**config.mk**
```make
export PLATFORM = sky130hd
export DESIGN_NAME = e203_fpu_dec_issue
export DESIGN_NICKNAME = d
export VERILOG_FILES = /design/src/rtl/e203_fpu_dec_issue.sv
export SDC_FILE = /design/constraint.sdc
export NUM_CORES = 1
export LEC_CHECK = 0
export BUFFER_PORTS_ARGS = -buffer_cell sky130_fd_sc_hd__clkbuf_2
export CELL_PAD_IN_SITES_DETAIL_PLACEMENT = 1
export CELL_PAD_IN_SITES_GLOBAL_PLACEMENT = 2
export CORE_MARGIN = 3
export CORE_UTILIZATION = 37
export CTS_BUF_LIST = sky130_fd_sc_hd__clkbuf_16
export CTS_CLUSTER_SIZE = 20
export DETAILED_ROUTE_END_ITERATION = 8
export PLACE_DENSITY_LB_ADDON = 0.12
export SLEW_MARGIN = 10
export SYNTH_ARGS = -nofsm -noshare
export SYNTH_HDL_FRONTEND = slang
export SYNTH_SLANG_ARGS = --single-unit
```
**constraint.sdc**
```tcl
create_clock -name clk -period 20.3 [get_ports clk]
set_input_delay 0 -clock clk [delete_from_list [all_inputs] [get_ports clk]]
set_output_delay 0 -clock clk [all_outputs]
set_load 0.1 [all_outputs]
```
**src/rtl/e203_fpu_dec_issue.sv**
```systemverilog
// FPU decode-and-issue stage: decodes one-hot FPU info, checks a per-register
// scoreboard and an outstanding-write limit, then stages the op in one register.
module e203_fpu_dec_issue #(
  parameter int INFO_W    = 30,
  parameter int NUM_FREG  = 32,
  parameter int FRIDX_W   = 5,
  parameter int MAX_OUTST = 4,
  parameter int CNT_W     = 4
) (
  input  logic               clk,
  input  logic               rst,
  input  logic               i_valid,
  output logic               i_ready,
  input  logic [31:0]        i_instr,
  input  logic [INFO_W-1:0]  i_info,
  input  logic [2:0]         i_frm,
  output logic               o_valid,
  input  logic               o_ready,
  output logic [4:0]         o_ftype,
  output logic [2:0]         o_rm,
  output logic               o_illegal,
  output logic               o_frs1en,
  output logic               o_frs2en,
  output logic               o_frs3en,
  output logic               o_frdwen,
  output logic               o_rs1fpu,
  output logic               o_rs2fpu,
  output logic               o_rs3fpu,
  output logic               o_rdfpu,
  output logic [4:0]         o_rs1idx,
  output logic [4:0]         o_rs2idx,
  output logic [4:0]         o_rs3idx,
  output logic [4:0]         o_rdidx,
  input  logic               flush,
  input  logic               wb_valid,
  input  logic [FRIDX_W-1:0] wb_idx,
  output logic [CNT_W-1:0]   outst_cnt
);

  localparam int ONES_W = $clog2(INFO_W + 1);

  // Class masks over the 26 defined ftypes.
  localparam logic [25:0] RS2_OFF = 26'h3C70401;
  localparam logic [25:0] RS3_ON  = 26'h000003C;
  localparam logic [25:0] RD_OFF  = 26'h0000002;
  localparam logic [25:0] RS1_INT = 26'h3800003;
  localparam logic [25:0] RD_INT  = 26'h07F0000;
  localparam logic [25:0] ROUND   = 26'h18307FC;

  logic [NUM_FREG-1:0] pend;
  logic [ONES_W-1:0]   ones;
  logic [4:0]          ftype_d;
  logic [25:0]         dec;
  logic [2:0]          rm_ins, rm_res;
  logic                is_round, illegal;
  logic                rs1en, rs2en, rs3en, rdwen, rs1fpu, rdfpu, fpw;
  logic [4:0]          rs1idx, rs2idx, rs3idx, rdidx;
  logic                staged_fpw, hazard, stall, accept, disp, clr;
  logic [CNT_W:0]      cnt_sum;
  logic                unused_opcode;

  assign unused_opcode = ^i_instr[6:0];

  // NOTE: every variable gets a default before the loop, so this block infers no latch.
  always_comb begin
    ones    = '0;
    ftype_d = 5'd31;
    for (int i = 0; i < INFO_W; i++) begin
      if (i_info[i]) begin
        ones    = ones + ONES_W'(1);
        ftype_d = 5'(i);
      end
    end
    if (ones != ONES_W'(1)) ftype_d = 5'd31;
  end

  assign dec      = i_info[25:0];
  assign rm_ins   = i_instr[14:12];
  assign rm_res   = (rm_ins == 3'b111) ? i_frm : rm_ins;
  assign is_round = |(dec & ROUND);
  assign illegal  = (ones != ONES_W'(1)) | (|i_info[INFO_W-1:26])
                  | (is_round & ((rm_ins == 3'b101) | (rm_ins == 3'b110)))
                  | (is_round & (rm_ins == 3'b111) & (i_frm >= 3'b101));

  assign rs1en  = !illegal;
  assign rs2en  = !illegal & !(|(dec & RS2_OFF));
  assign rs3en  = !illegal & (|(dec & RS3_ON));
  assign rdwen  = !illegal & !(|(dec & RD_OFF));
  assign rs1fpu = !(|(dec & RS1_INT));
  assign rdfpu  = !(|(dec & RD_INT));
  assign fpw    = rdwen & rdfpu;

  assign rs1idx = i_instr[19:15];
  assign rs2idx = i_instr[24:20];
  assign rs3idx = i_instr[31:27];
  assign rdidx  = i_instr[11:7];

  // Illegal ops stage with o_frdwen=0, so they never count as FP writes.
  assign staged_fpw = o_valid & o_frdwen & o_rdfpu;

  function automatic logic hit(input logic [4:0] idx);
    return pend[idx] | (staged_fpw & (o_rdidx == idx));
  endfunction

  always_comb begin
    hazard = (rs1en & rs1fpu & hit(rs1idx)) | (rs2en & hit(rs2idx))
           | (rs3en & hit(rs3idx)) | (fpw & hit(rdidx));
  end

  assign cnt_sum = {1'b0, outst_cnt} + (CNT_W+1)'(staged_fpw);
  assign stall   = hazard | (fpw & (cnt_sum >= (CNT_W+1)'(MAX_OUTST)));
  assign i_ready = !flush & !stall & (!o_valid | o_ready);
  assign accept  = i_valid & i_ready;
  assign disp    = o_valid & o_ready & !flush & staged_fpw;
  assign clr     = wb_valid & pend[wb_idx];

  // NOTE: sequential state uses non-blocking assignments only.
  always_ff @(posedge clk or posedge rst) begin
    if (rst) begin
      o_valid   <= 1'b0;
      o_ftype   <= '0;
      o_rm      <= '0;
      o_illegal <= 1'b0;
      o_frs1en  <= 1'b0;
      o_frs2en  <= 1'b0;
      o_frs3en  <= 1'b0;
      o_frdwen  <= 1'b0;
      o_rs1fpu  <= 1'b0;
      o_rs2fpu  <= 1'b0;
      o_rs3fpu  <= 1'b0;
      o_rdfpu   <= 1'b0;
      o_rs1idx  <= '0;
      o_rs2idx  <= '0;
      o_rs3idx  <= '0;
      o_rdidx   <= '0;
    end else if (flush) begin
      o_valid <= 1'b0;
    end else if (accept) begin
      o_valid   <= 1'b1;
      o_ftype   <= ftype_d;
      o_rm      <= rm_res;
      o_illegal <= illegal;
      o_frs1en  <= rs1en;
      o_frs2en  <= rs2en;
      o_frs3en  <= rs3en;
      o_frdwen  <= rdwen;
      o_rs1fpu  <= rs1fpu;
      o_rs2fpu  <= rs2en;
      o_rs3fpu  <= rs3en;
      o_rdfpu   <= rdfpu;
      o_rs1idx  <= rs1idx;
      o_rs2idx  <= rs2idx;
      o_rs3idx  <= rs3idx;
      o_rdidx   <= rdidx;
    end else if (o_ready) begin
      o_valid <= 1'b0;
    end
  end

  // NOTE: the scoreboard is a flop vector, not a RAM, so it is reset with the stage.
  always_ff @(posedge clk or posedge rst) begin
    if (rst) begin
      pend      <= '0;
      outst_cnt <= '0;
    end else begin
      if (clr)  pend[wb_idx]  <= 1'b0;
      if (disp) pend[o_rdidx] <= 1'b1;
      if (disp && !clr)      outst_cnt <= outst_cnt + CNT_W'(1);
      else if (clr && !disp) outst_cnt <= outst_cnt - CNT_W'(1);
    end
  end

  // The WAW stall guarantees a dispatch never targets the register being written back.
  always_ff @(posedge clk) begin
    if (!rst) assert (!(disp && clr && (wb_idx == o_rdidx)))
      else $error("dispatch and writeback hit the same register");
  end

endmodule

```
==> summary.md, run 1 <==
| Metric | Value |
|---|---|
| Number of hold violations in the final report | 0 |
| Floorplan row count | 54 |
| Footprint of the flip-flops and latches | between 0.0015 and 0.002 mm2 |
| Number of nets in the final layout | about 1100 |
| Yosys reg bits | about 70 |
| Area leader, netlist | dfrtp_1 |
| Average detailed-routed wire length per instance | 20.8 um |
| Critical path launch point type | primary input |
| Post-route standard cell area excluding fillers | about 0.0097 mm2 |
| Leading cell types by count after synthesis | 94 x o21ai_0, 89 x nand2_1, 72 x dfrtp_1, 61 x xnor2_1, 49 x nor2_1 |
| Period minus WS final | 18.75 ns |
| Capturing point of the worst reg2reg path | o_ftype[0] |
| Cell with the most instances after synthesis | o21ai_0 |
| Routability congestion estimate from global placement | roughly 0.82 |
| Worst-case register-to-register setup slack | 16.86 ns |
| Largest stage delay on the critical path | 0.41 ns |
| Fill count | 2621 |
| Clock Tree Buf Depth | 2 |
| Max-slew violation total from the final report | 0 |
| Top_reg_cell synth | dfrtp_1 |
| Crit path buf inv count | 12 |
| Boundary pin count | 119 |
| Count of flip-flops with a built-in enable after synthesis | 0 |
| Number of antenna violations at the first check in global routing | 0 |
| Area enclosed by the die boundary | around 0.025 mm2 |
| Clock edge transition at the registers on the reported setup and hold paths | 0.06 ns |
| Diode insertion count for antenna repair | 0 |
| Mapped Area | 0.00848 mm2 |
| Share of final-layout standard cells stronger than drive strength 1 | 22.3% |
| Critical Path Most Common Cell | ha_1 |
| Number of nets produced by synthesis | 1032 |
| Hold path cells | 3 |
| Number of maximum-capacitance constraint violations | 0 |
| Die X-Extent | ~160 um |
| Number of detailed-route iterations in the first pass | 4 |
| Post-synth cell types | 76 |
| Initial drt markers | between 300 and 400 |
| Clk Latency, worst-skew pair | 0.33 ns |
| Total vias in the final route | 7411 |
| Min-Delay Endpoint | o_valid |
| Total number of clock tree sinks | 72 |
| Placed wire-length estimate after detailed placement | around 21000 um |
| Worst EP arrival | between 15 and 20 ns |
| Sequential element share of the synthesized area | 21.3% |
| Delay-heaviest family, CP | adder cells |
| DIE HEIGHT | between 150 and 200 um |
| Area added between synthesis and finish | 13.9% |
| Number of nets with antenna violations after routing | 0 |
| Final WL | 26700 um |
| F_max | 53.3 MHz |
| Launch instance of the worst register-to-register path | o_valid |
| Class of the most critical setup path | in -> reg |
| Total negative setup slack | 0 ns |
| Status | complete, no violations |
| Global-route usage over all layers | 21.7% |
| Standard cell core area | 0.0222 mm2 |
| Synthesis Warnings | 0 |
| Largest clock skew in the final design | 0.00505 ns |
| Buffer type at the clock tree root | clkbuf_16 |
| Via count normalized by instance count | 5.78 |
| Endpoint class of the critical path | register |
| Yosys top cell area share | 21.3% |
| Post-detailed-route DRC marker count | 0 |
| Via count of the first global-routing pass | 7726 |
| Number of buffers added by the clock tree synthesis step | 9 |
| Post-placement cell area | 0.00916 mm2 |
| CTS tree | done |
| Synth Area per Inst | around 9 um2 |
| Peak fanout along the critical path | 11 |
| Cells on worst reg2reg path | 16 |
| Final critical-path share of the clock period | approximately 92% |
| RSZ-0062 raised after global routing | false |
| Actual transition at the worst max-transition pin | 0.943 ns |
| Number of instances in the synthesized netlist | 920 |
| Startpoint of the most critical hold path | o_ready |
| Setup-violating endpoint count in the final report | 0 |
| Path class of the lowest-slack min-delay path | in -> reg |
| Dpl ws | approximately 0.16 ns |
| Max H-tree Level | 3 |
| Initial cell density of the core | 38.3% |
| Port Buffer Count | 109 |
| Share of synthesized registers carrying an async set or reset | 100% |
| Rel. slew slack | 37.1% |
| Required time at the worst-slack endpoint | 20.51 ns |
| Area occupied by multi-input gates | 0.00631 mm2 |
| Library cell contributing the largest single delay on the critical path | or3_4 |
| Pin count of the biggest net entering global routing | between 70 and 80 |
| First-pass GRT wire length | about 43000 um |
| Overall overflow remaining after global route | 0 |
| Leading cell types by total area after synthesis | dfrtp_1 21%, mux4_2 13%, xnor2_1 6.3% |
| PnR worst setup slack | 1.55 ns |
## metal layers
layer  routed length, um  up-vias  track usage, %
li1                    -     3527               -
met1               12500     3698            30.2
met2               12800      173            36.9
met3                1160       13            3.41
met4                 163        0            2.81
met5                   0        -               0
## sequential cells by signal, indices dropped and copies added, names as in the netlist, 3 cells and up
register   cells
outst_cnt      4
o_rs2idx       5
o_rs3idx       5
o_ftype        5
pend          32
o_rm           3
o_rs1idx       5
o_rdidx        5
## tightest hold or removal path: stages
cell      delay (ns)
clkbuf_2        0.10
inv_1           0.07
a22o_1          0.13
## layout by cell type (no fill, tap or decap), types with 8 or more instances in the layout
master,netlist,final
mux4_2,48,48
mux2_1,16,16
xor2_1,39,38
and2_1,8,8
dlygate4sd3_1,0,11
a31oi_1,8,8
a21oi_1,31,29
xnor2_1,61,61
clkbuf_2,0,108
ha_1,35,34
inv_1,39,40
o31ai_1,15,14
mux2i_1,18,18
nand2_1,89,89
xnor3_1,12,12
nor2b_1,9,9
nor4_1,14,14
nor2_1,49,49
nand2b_1,10,9
nand3_1,32,31
dfrtp_1,72,72
clkbuf_16,0,11
nand3b_1,10,10
o21ai_0,94,91
## worst max-delay path by stage
stage | startpoint | endpoint | depth (start not counted)
6_report | i_info[1] | o_rs2idx[2] | 107
5_1_grt | i_info[1] | o_rdidx[2] | 107
4_1_cts | i_info[1] | i_ready | 107
3_5_place_dp | i_info[1] | o_rs2idx[3] | 108
3_3_place_gp | i_info[1] | o_rs1idx[0] | 108
2_1_floorplan | i_info[1] | o_valid | 105
## stage by stage
| step | instances | hold WS, ns | utilization (%) |
|---|---|---|---|
| floorplan | 920 | 0.0983 | - |
| global placement | 1254 | 0.298 | 41.3 |
| detailed placement | 1254 | 0.315 | 41.3 |
| CTS | 1278 | 0.00325 | 43.0 |
| global route | 1282 | 0.00972 | 43.6 |
| finish | 1282 | 0.00869 | 43.6 |
## cell type report
cell class              instances  share of cell area (%)
clock buffers                   9                    2.33
flip-flops and latches         72                    18.7
multi-input cells             747                    65.4
repair buffers                129                    7.98
inverters                      41                    1.59
clock inverters                 4                   0.428
well taps                     280                    3.63
## timing repair
| item | CTS | global route |
|---|---|---|
| endpoints found under the setup margin | 0 | 37 |
| gates resized for setup | 0 | 18 |
| setup buffers | 0 | 2 |
| endpoints found under the hold margin | 31 | 0 |
| hold buffers | 11 | 0 |
## cells by family (layout without fill, tap and decap cells)
| logic type | Yosys count | in the layout | share of synthesized area (%) |
|---|---|---|---|
| mux | 90 | 90 | 18.1 |
| flops | 72 | 72 | 21.3 |
| xor+xnor | 130 | 130 | 18.0 |
| compound gates | 220 | 220 | 16.2 |
| simple gates | 271 | 271 | 16.1 |
| buf+inv | 101 | 183 | 4.93 |
| fa+ha+maj | 36 | 36 | 5.40 |
Power of run 1 is not shown: default switching activity piles up to over one toggle a cycle in this logic, so the estimate is an artifact.
==> run 2, diff against run 1 <==
CORE_UTILIZATION = 33   (was 37)
clock period = 16.8 ns   (was 20.3 ns; I/O delays follow)
==> run 2 against run 1 <==
Clock skew grew 0.00081 ns; first-iteration DRC count grew 20%; register-to-register slack lost 3.7 ns.
==> summary.md, run 2 (synthesis results as in run 1) <==
| Metric | Value |
|---|---|
| Status | complete, no violations |
| Number of buffers added by the clock tree synthesis step | 9 (unchanged) |
| Setup-violating endpoint count in the final report | 0 (unchanged) |
| Post-detailed-route DRC marker count | 0 (unchanged) |
| Total vias in the final route | 7833 (+5.7%) |
| Delay-heaviest family, CP | adder cells |
| Largest clock skew in the final design | 0.00586 ns (+0.000810 ns) |
| Rel. slew slack | 36.7% (-0.39 points) |
| Global-route usage over all layers | 20.6% (-1.2 points) |
| Initial cell density of the core | 33.7% (-4.6 points) |
| Flip-flop count of the largest register after layout | 32 (unchanged) |
| Share of final-layout standard cells stronger than drive strength 1 | 36.2% (+14 points) |
| Worst EP arrival | 16.48 ns (-2.48 ns) |
| Peak fanout along the critical path | 5 (-6) |
| Met3 Usage GRT | 3.09% (-0.31 points) |
| Global routing usage on met1 | 29.9% (-0.24 points) |
| DIE HEIGHT | 166 um (+5.7%) |
| Final WL | 29400 um (+10%) |
| Capturing point of the worst reg2reg path | outst_cnt[3] |
| Startpoint of the most critical hold path | o_ready |
| Routability congestion estimate from global placement | 0.817 (-0.38%) |
| Clk Latency, worst-skew pair | 0.33 ns (about the same) |
| Initial drt markers | 379 (+20%) |
| Launch instance of the worst register-to-register path | pend[2] |
| Number of nets in the final layout | 1202 (+8.1%) |
| Pin count of the biggest net entering global routing | 73 (unchanged) |
| Actual transition at the worst max-transition pin | 0.949 ns (+0.00590 ns) |
| Die X-Extent | 166 um (+5.7%) |
| Crit path buf inv count | 13 (+1) |
| Boundary pin count | 119 (unchanged) |
| Critical Path Most Common Cell | ha_4 |
| Worst-case register-to-register setup slack | 13.14 ns (-3.72 ns) |
| Average detailed-routed wire length per instance | 20.7 um (-0.59%) |
| Number of nets with antenna violations after routing | 0 (unchanged) |
| Library cell contributing the largest single delay on the critical path | or3_4 |
| Final critical-path share of the clock period | between 90% and 100% |
| RSZ-0062 raised after global routing | true |
| Total negative setup slack | 0 ns (unchanged) |
| Standard cell core area | 0.0252 mm2 (+14%) |
| CTS tree | done |
| Area added between synthesis and finish | 29.6% |
| Critical path launch point type | primary input |
| Layer with the highest usage | met2 |
| Max-slew violation total from the final report | 0 (unchanged) |
| Floorplan row count | 58 (+7.4%) |
| Placed wire-length estimate after detailed placement | 22400 um (+8.4%) |
| Cells on worst reg2reg path | 13 (-3) |
| Critical Path Stages | 108 (+0.93%) |
| Total number of clock tree sinks | 72 (unchanged) |
| Global Route met2 Usage | 33.4% (-3.5 points) |
| Clock edge transition at the registers on the reported setup and hold paths | 0.06 ns (about the same) |
| Most common cell after layout, fill and taps aside | clkbuf_2 |
| Max H-tree Level | 3 (unchanged) |
| Largest Register | pend |
| Port Buffer Count | 109 (unchanged) |
| Largest stage delay on the critical path | 0.41 ns (about the same) |
| Number of detailed-route iterations in the first pass | 4 (unchanged) |
| Start point of the critical path | i_info[0] |
| Via count normalized by instance count | 5.51 (-4.7%) |
| First-pass GRT wire length | 46200 um (+7.4%) |
| Fill count | 2928 (+12%) |
| Diode insertion count for antenna repair | 0 (unchanged) |
| Number of antenna violations at the first check in global routing | 0 (unchanged) |
| Via count of the first global-routing pass | 8138 (+5.3%) |
| Period minus WS final | 16.26 ns |
| Hold_ws | 0.000178 ns (-0.00851 ns) |
| Class of the most critical setup path | in -> reg |
| Required time at the worst-slack endpoint | 17.02 ns (-3.49 ns) |
| Number of hold violations in the final report | 0 (unchanged) |
| Most frequent cells in the layout | 106 x clkbuf_2, 90 x buf_4, 82 x o21ai_0 |
| Area enclosed by the die boundary | 0.0276 mm2 (+12%) |
| Number of maximum-capacitance constraint violations | 0 (unchanged) |
| Overall overflow remaining after global route | 0 (unchanged) |
| End of the critical path | o_rs1idx[2] |
| F_max | 61.5 MHz |
| Endpoint class of the critical path | register |
| Path class of the lowest-slack min-delay path | in -> reg |
| Clock Tree Buf Depth | 2 (unchanged) |
| Buffer type at the clock tree root | clkbuf_16 |
-- run 2: changes by cell type in the layout (fill, tap and decap cells not counted), moves of 15 or more --
cell,previous run,this run
mux2_4,1,21
mux2_1,16,1
ha_4,0,16
nand2_1,89,72
buf_4,6,90
ha_1,34,18
-- run 2: per-stage QoR --
stage                     instances  setup WS (ns)  cell area [um2]  util (%)
after floorplan                 920        0.00850             8560         -
after global placement         1361         -0.218             9750      38.7
after detailed placement       1361         -0.757             9750      38.7
after CTS                      1402        0.00276            10300      40.9
after global routing           1422         -0.591            11000      43.6
final                          1422          0.539            11000      43.6
-- run 2: worst register-to-register path, stage by stage (launching register included) --
cell and delay, ns:
dfrtp_1 0.48, mux4_2 0.50, nor2b_1 0.16, a31oi_1 0.15
nand3_1 0.11, o41ai_1 0.78, ha_1 0.31, inv_1 0.09
ha_1 0.28, a21o_1 0.18, a21oi_1 0.17, xnor2_1 0.14
nor2_1 0.06, xor2_1 0.14
-- run 2: final cells by class --
class / count / area, um2 / share of cell area, %
repair buffers: 219 / 1540 / 14.0
flip-flops and latches: 72 / 1800 / 16.4
multi-input cells: 747 / 6830 / 62.2
inverters: 41 / 160 / 1.46
clock buffers: 9 / 225 / 2.05
clock inverters: 4 / 16.3 / 0.148
well taps: 330 / 413 / 3.76
-- run 2: worst min-delay path by stage --
stage,end,slack [ns],cells past startpoint
6_report,o_valid,0.0002,3
4_1_cts,o_valid,0.0008,3
2_1_floorplan,o_frdwen,0.1,1
3_3_place_gp,o_rm[2],0.30,3
3_5_place_dp,o_rm[2],0.31,3
5_1_grt,o_valid,0.02,3
-- run 2: repair_timing --
action	CTS	global route
buffers inserted	20	18
hold endpoints to repair	38	1
hold buffers	8	1
cloned	0	2
pin swaps	16	35
setup endpoints to repair	37	37
gates resized for setup	17	109
-- run 2: layer usage --
layer,vias up,part of all wire [%],wire (um)
li1,3718,-,-
met1,3918,48,14200
met2,167,46,13600
met3,30,4.0,1180
met4,0,1.4,425
met5,-,0,0
Power of run 2 is left out for the same reason.
==> run 3, diff against run 2 <==
PLACE_DENSITY = 0.78   (was default)
PLACE_DENSITY_LB_ADDON = default   (was 0.12)
==> run 3 against run 2 <==
Sequential share of layout area fell by 0.27 points; hold slack better by 0.014 ns; count of clock-buffer cells in the layout stayed put; sequential cell count unchanged; global-route usage up 0.44 points; cell area up 1.7%; largest cell class unchanged.
==> summary.md, run 3 (synthesis results as in run 1) <==
| Metric | Value |
|---|---|
| Largest clock skew in the final design | 0.00820 ns (+0.00234 ns) |
| Pin count of the biggest net entering global routing | 73 (unchanged) |
| Status | complete, no violations |
| Endpoint class of the critical path | register |
| Launch instance of the worst register-to-register path | o_rdfpu |
| Critical Path Most Common Cell | buf_4 |
| CTS tree | done |
| Start point of the critical path | i_info[0] |
| Peak fanout along the critical path | 8 (+3) |
| Max-slew violation total from the final report | 0 (unchanged) |
| Number of buffers added by the clock tree synthesis step | 9 (unchanged) |
| Critical path launch point type | primary input |
| Detailed-routing wirelength on met1 | 13700 um (-3.2%) |
| Clock Tree Buf Depth | 2 (unchanged) |
| Initial cell density of the core | 33.7% (unchanged) |
| Port Buffer Count | 109 (unchanged) |
| Diode insertion count for antenna repair | 0 (unchanged) |
| F_max | 59.8 MHz (-2.8%) |
| Fin util | 44.4% (+0.74 points) |
| Library cell contributing the largest single delay on the critical path | or3_4 |
| Actual transition at the worst max-transition pin | 0.979 ns (+0.0296 ns) |
| Setup-violating endpoint count in the final report | 0 (unchanged) |
| Final critical-path share of the clock period | 99.5% (+2.7 points) |
| Global-route usage over all layers | 21.0% (+0.44 points) |
| Class of the most critical setup path | in -> reg |
| Number of detailed-route iterations in the first pass | 5 (+1) |
| Area enclosed by the die boundary | 0.0276 mm2 (unchanged) |
| Startpoint of the most critical hold path | i_frm[0] |
| Placed wire-length estimate after detailed placement | 22000 um (-1.8%) |
| RSZ-0062 raised after global routing | true |
| Average detailed-routed wire length per instance | 21.1 um (+2.3%) |
| Boundary pin count | 119 (unchanged) |
| Final WL | 30500 um (+3.6%) |
| Floorplan row count | 58 (unchanged) |
| Clock edge transition at the registers on the reported setup and hold paths | 0.06 ns (about the same) |
| Most common cell after layout, fill and taps aside | clkbuf_2 |
| Hold_ws | 0.0146 ns (+0.0145 ns) |
| PnR worst setup slack | 0.0778 ns (-0.461 ns) |
| Number of maximum-capacitance constraint violations | 0 (unchanged) |
| Area added between synthesis and finish | 31.8% |
| Flip-flop count of the largest register after layout | 32 (unchanged) |
| Overall overflow remaining after global route | 0 (unchanged) |
| Via count of the first global-routing pass | 8314 (+2.2%) |
| Routed length on met3 | 1680 um (+43%) |
| Uppermost layer routed | met4 |
| Via count normalized by instance count | 5.64 (+2.3%) |
| Rel. slew slack | 34.7% (-2.0 points) |
| First-pass GRT wire length | 46900 um (+1.6%) |
| Largest Register | pend |
| Largest stage delay on the critical path | 0.39 ns (-0.02 ns) |
| Worst EP arrival | 16.95 ns (+0.47 ns) |
| Die X-Extent | 166 um (unchanged) |
| Routability congestion estimate from global placement | 0.832 (+1.9%) |
| DIE HEIGHT | 166 um (unchanged) |
| Post-detailed-route DRC marker count | 0 (unchanged) |
| Number of hold violations in the final report | 0 (unchanged) |
| Required time at the worst-slack endpoint | 17.03 ns (about the same) |
| Most frequent cells in the layout | 106 x clkbuf_2, 102 x buf_4, 82 x o21ai_0 |
| Total vias in the final route | 8124 (+3.7%) |
| Clk Latency, worst-skew pair | 0.35 ns (+0.02 ns) |
| Number of antenna violations at the first check in global routing | 0 (unchanged) |
| Dpl ws | -0.777 ns (-0.0203 ns) |
| Max H-tree Level | 3 (unchanged) |
| Number of nets with antenna violations after routing | 0 (unchanged) |
| Share of final-layout standard cells stronger than drive strength 1 | 36.8% (+0.64 points) |
| Buffer type at the clock tree root | clkbuf_16 |
| Number of nets in the final layout | 1218 (+1.3%) |
| Total number of clock tree sinks | 72 (unchanged) |
| Period minus WS final | 16.72 ns (+0.461 ns) |
| Standard cell core area | 0.0252 mm2 (unchanged) |
| Initial drt markers | 690 (+82%) |
| Path class of the lowest-slack min-delay path | in -> reg |
| Metal2 WL | 14400 um (+5.6%) |
==> run 3: changes by cell type in the layout (fill, tap and decap cells not counted), moves of 2 or more <==
cell | before | now
ha_4 | 16 | 13
inv_1 | 30 | 32
nand2_4 | 4 | 6
mux2_4 | 21 | 23
buf_6 | 3 | 5
bufinv_16 | 0 | 2
ha_1 | 18 | 21
dlygate4sd3_1 | 9 | 11
buf_4 | 90 | 102
==> run 3: per-stage QoR <==
stage | cell area, um2 | std cells | setup TNS, ns
after global placement | 9730 | 1359 | -1.19
after detailed placement | 9730 | 1359 | -26.44
after CTS | 10600 | 1420 | 0
final | 11200 | 1441 | 0
after global routing | 11200 | 1441 | -28.69
after floorplan | 8560 | 920 | 0
==> run 3: path summary, 6_finish.rpt <==
| check | end | slack [ns] | cells after the start |
|---|---|---|---|
| setup / recovery | o_ftype[3] | 0.08 | 110 |
| hold / removal | o_rm[0] | 0.01 | 3 |
| setup reg to reg | o_ftype[0] | 13.40 | 17 |
| min in group asynchronous | outst_cnt[2] | 0.48 | 4 |
| hold reg to reg | o_rs2idx[3] | 0.51 | 1 |
| max in group asynchronous | o_rs2idx[3] | 15.67 | 4 |
==> run 3: worst max-delay path, delay by kind of cell <==
family / cells / cell delay, ns
fa+ha+maj: 24 / 6.57
compound gates: 30 / 3.79
buf+inv: 28 / 2.89
simple gates: 22 / 2.39
mux: 5 / 1.10
xor+xnor: 1 / 0.15
==> run 3: layer usage <==
metal  vias to the layer above  track usage (%)
li1                       3745                -
met1                      4058             29.7
met2                       271             34.3
met3                        50             2.79
met4                         0             5.24
met5                         -                0
==> run 3: timing repair <==
action | in CTS | in global routing
pin swaps | 17 | 45
setup buffers | 34 | 21
hold buffers | 10 | 1
gates resized for setup | 28 | 102
gates cloned | 1 | 1
endpoints found under the setup margin | 37 | 37
hold endpoints to repair | 81 | 1
==> run 3: layout make-up <==
| type | count | area (um2) |
|---|---|---|
| timing repair buffer | 235 | 1670 |
| tap | 330 | 413 |
| clock inverter | 7 | 78.8 |
| sequential | 72 | 1800 |
| fill | 2879 | 14000 |
| multi-input combinational | 747 | 6820 |
| inverter | 41 | 160 |
| clock buffer | 9 | 225 |
Power of run 3 is left out for the same reason.
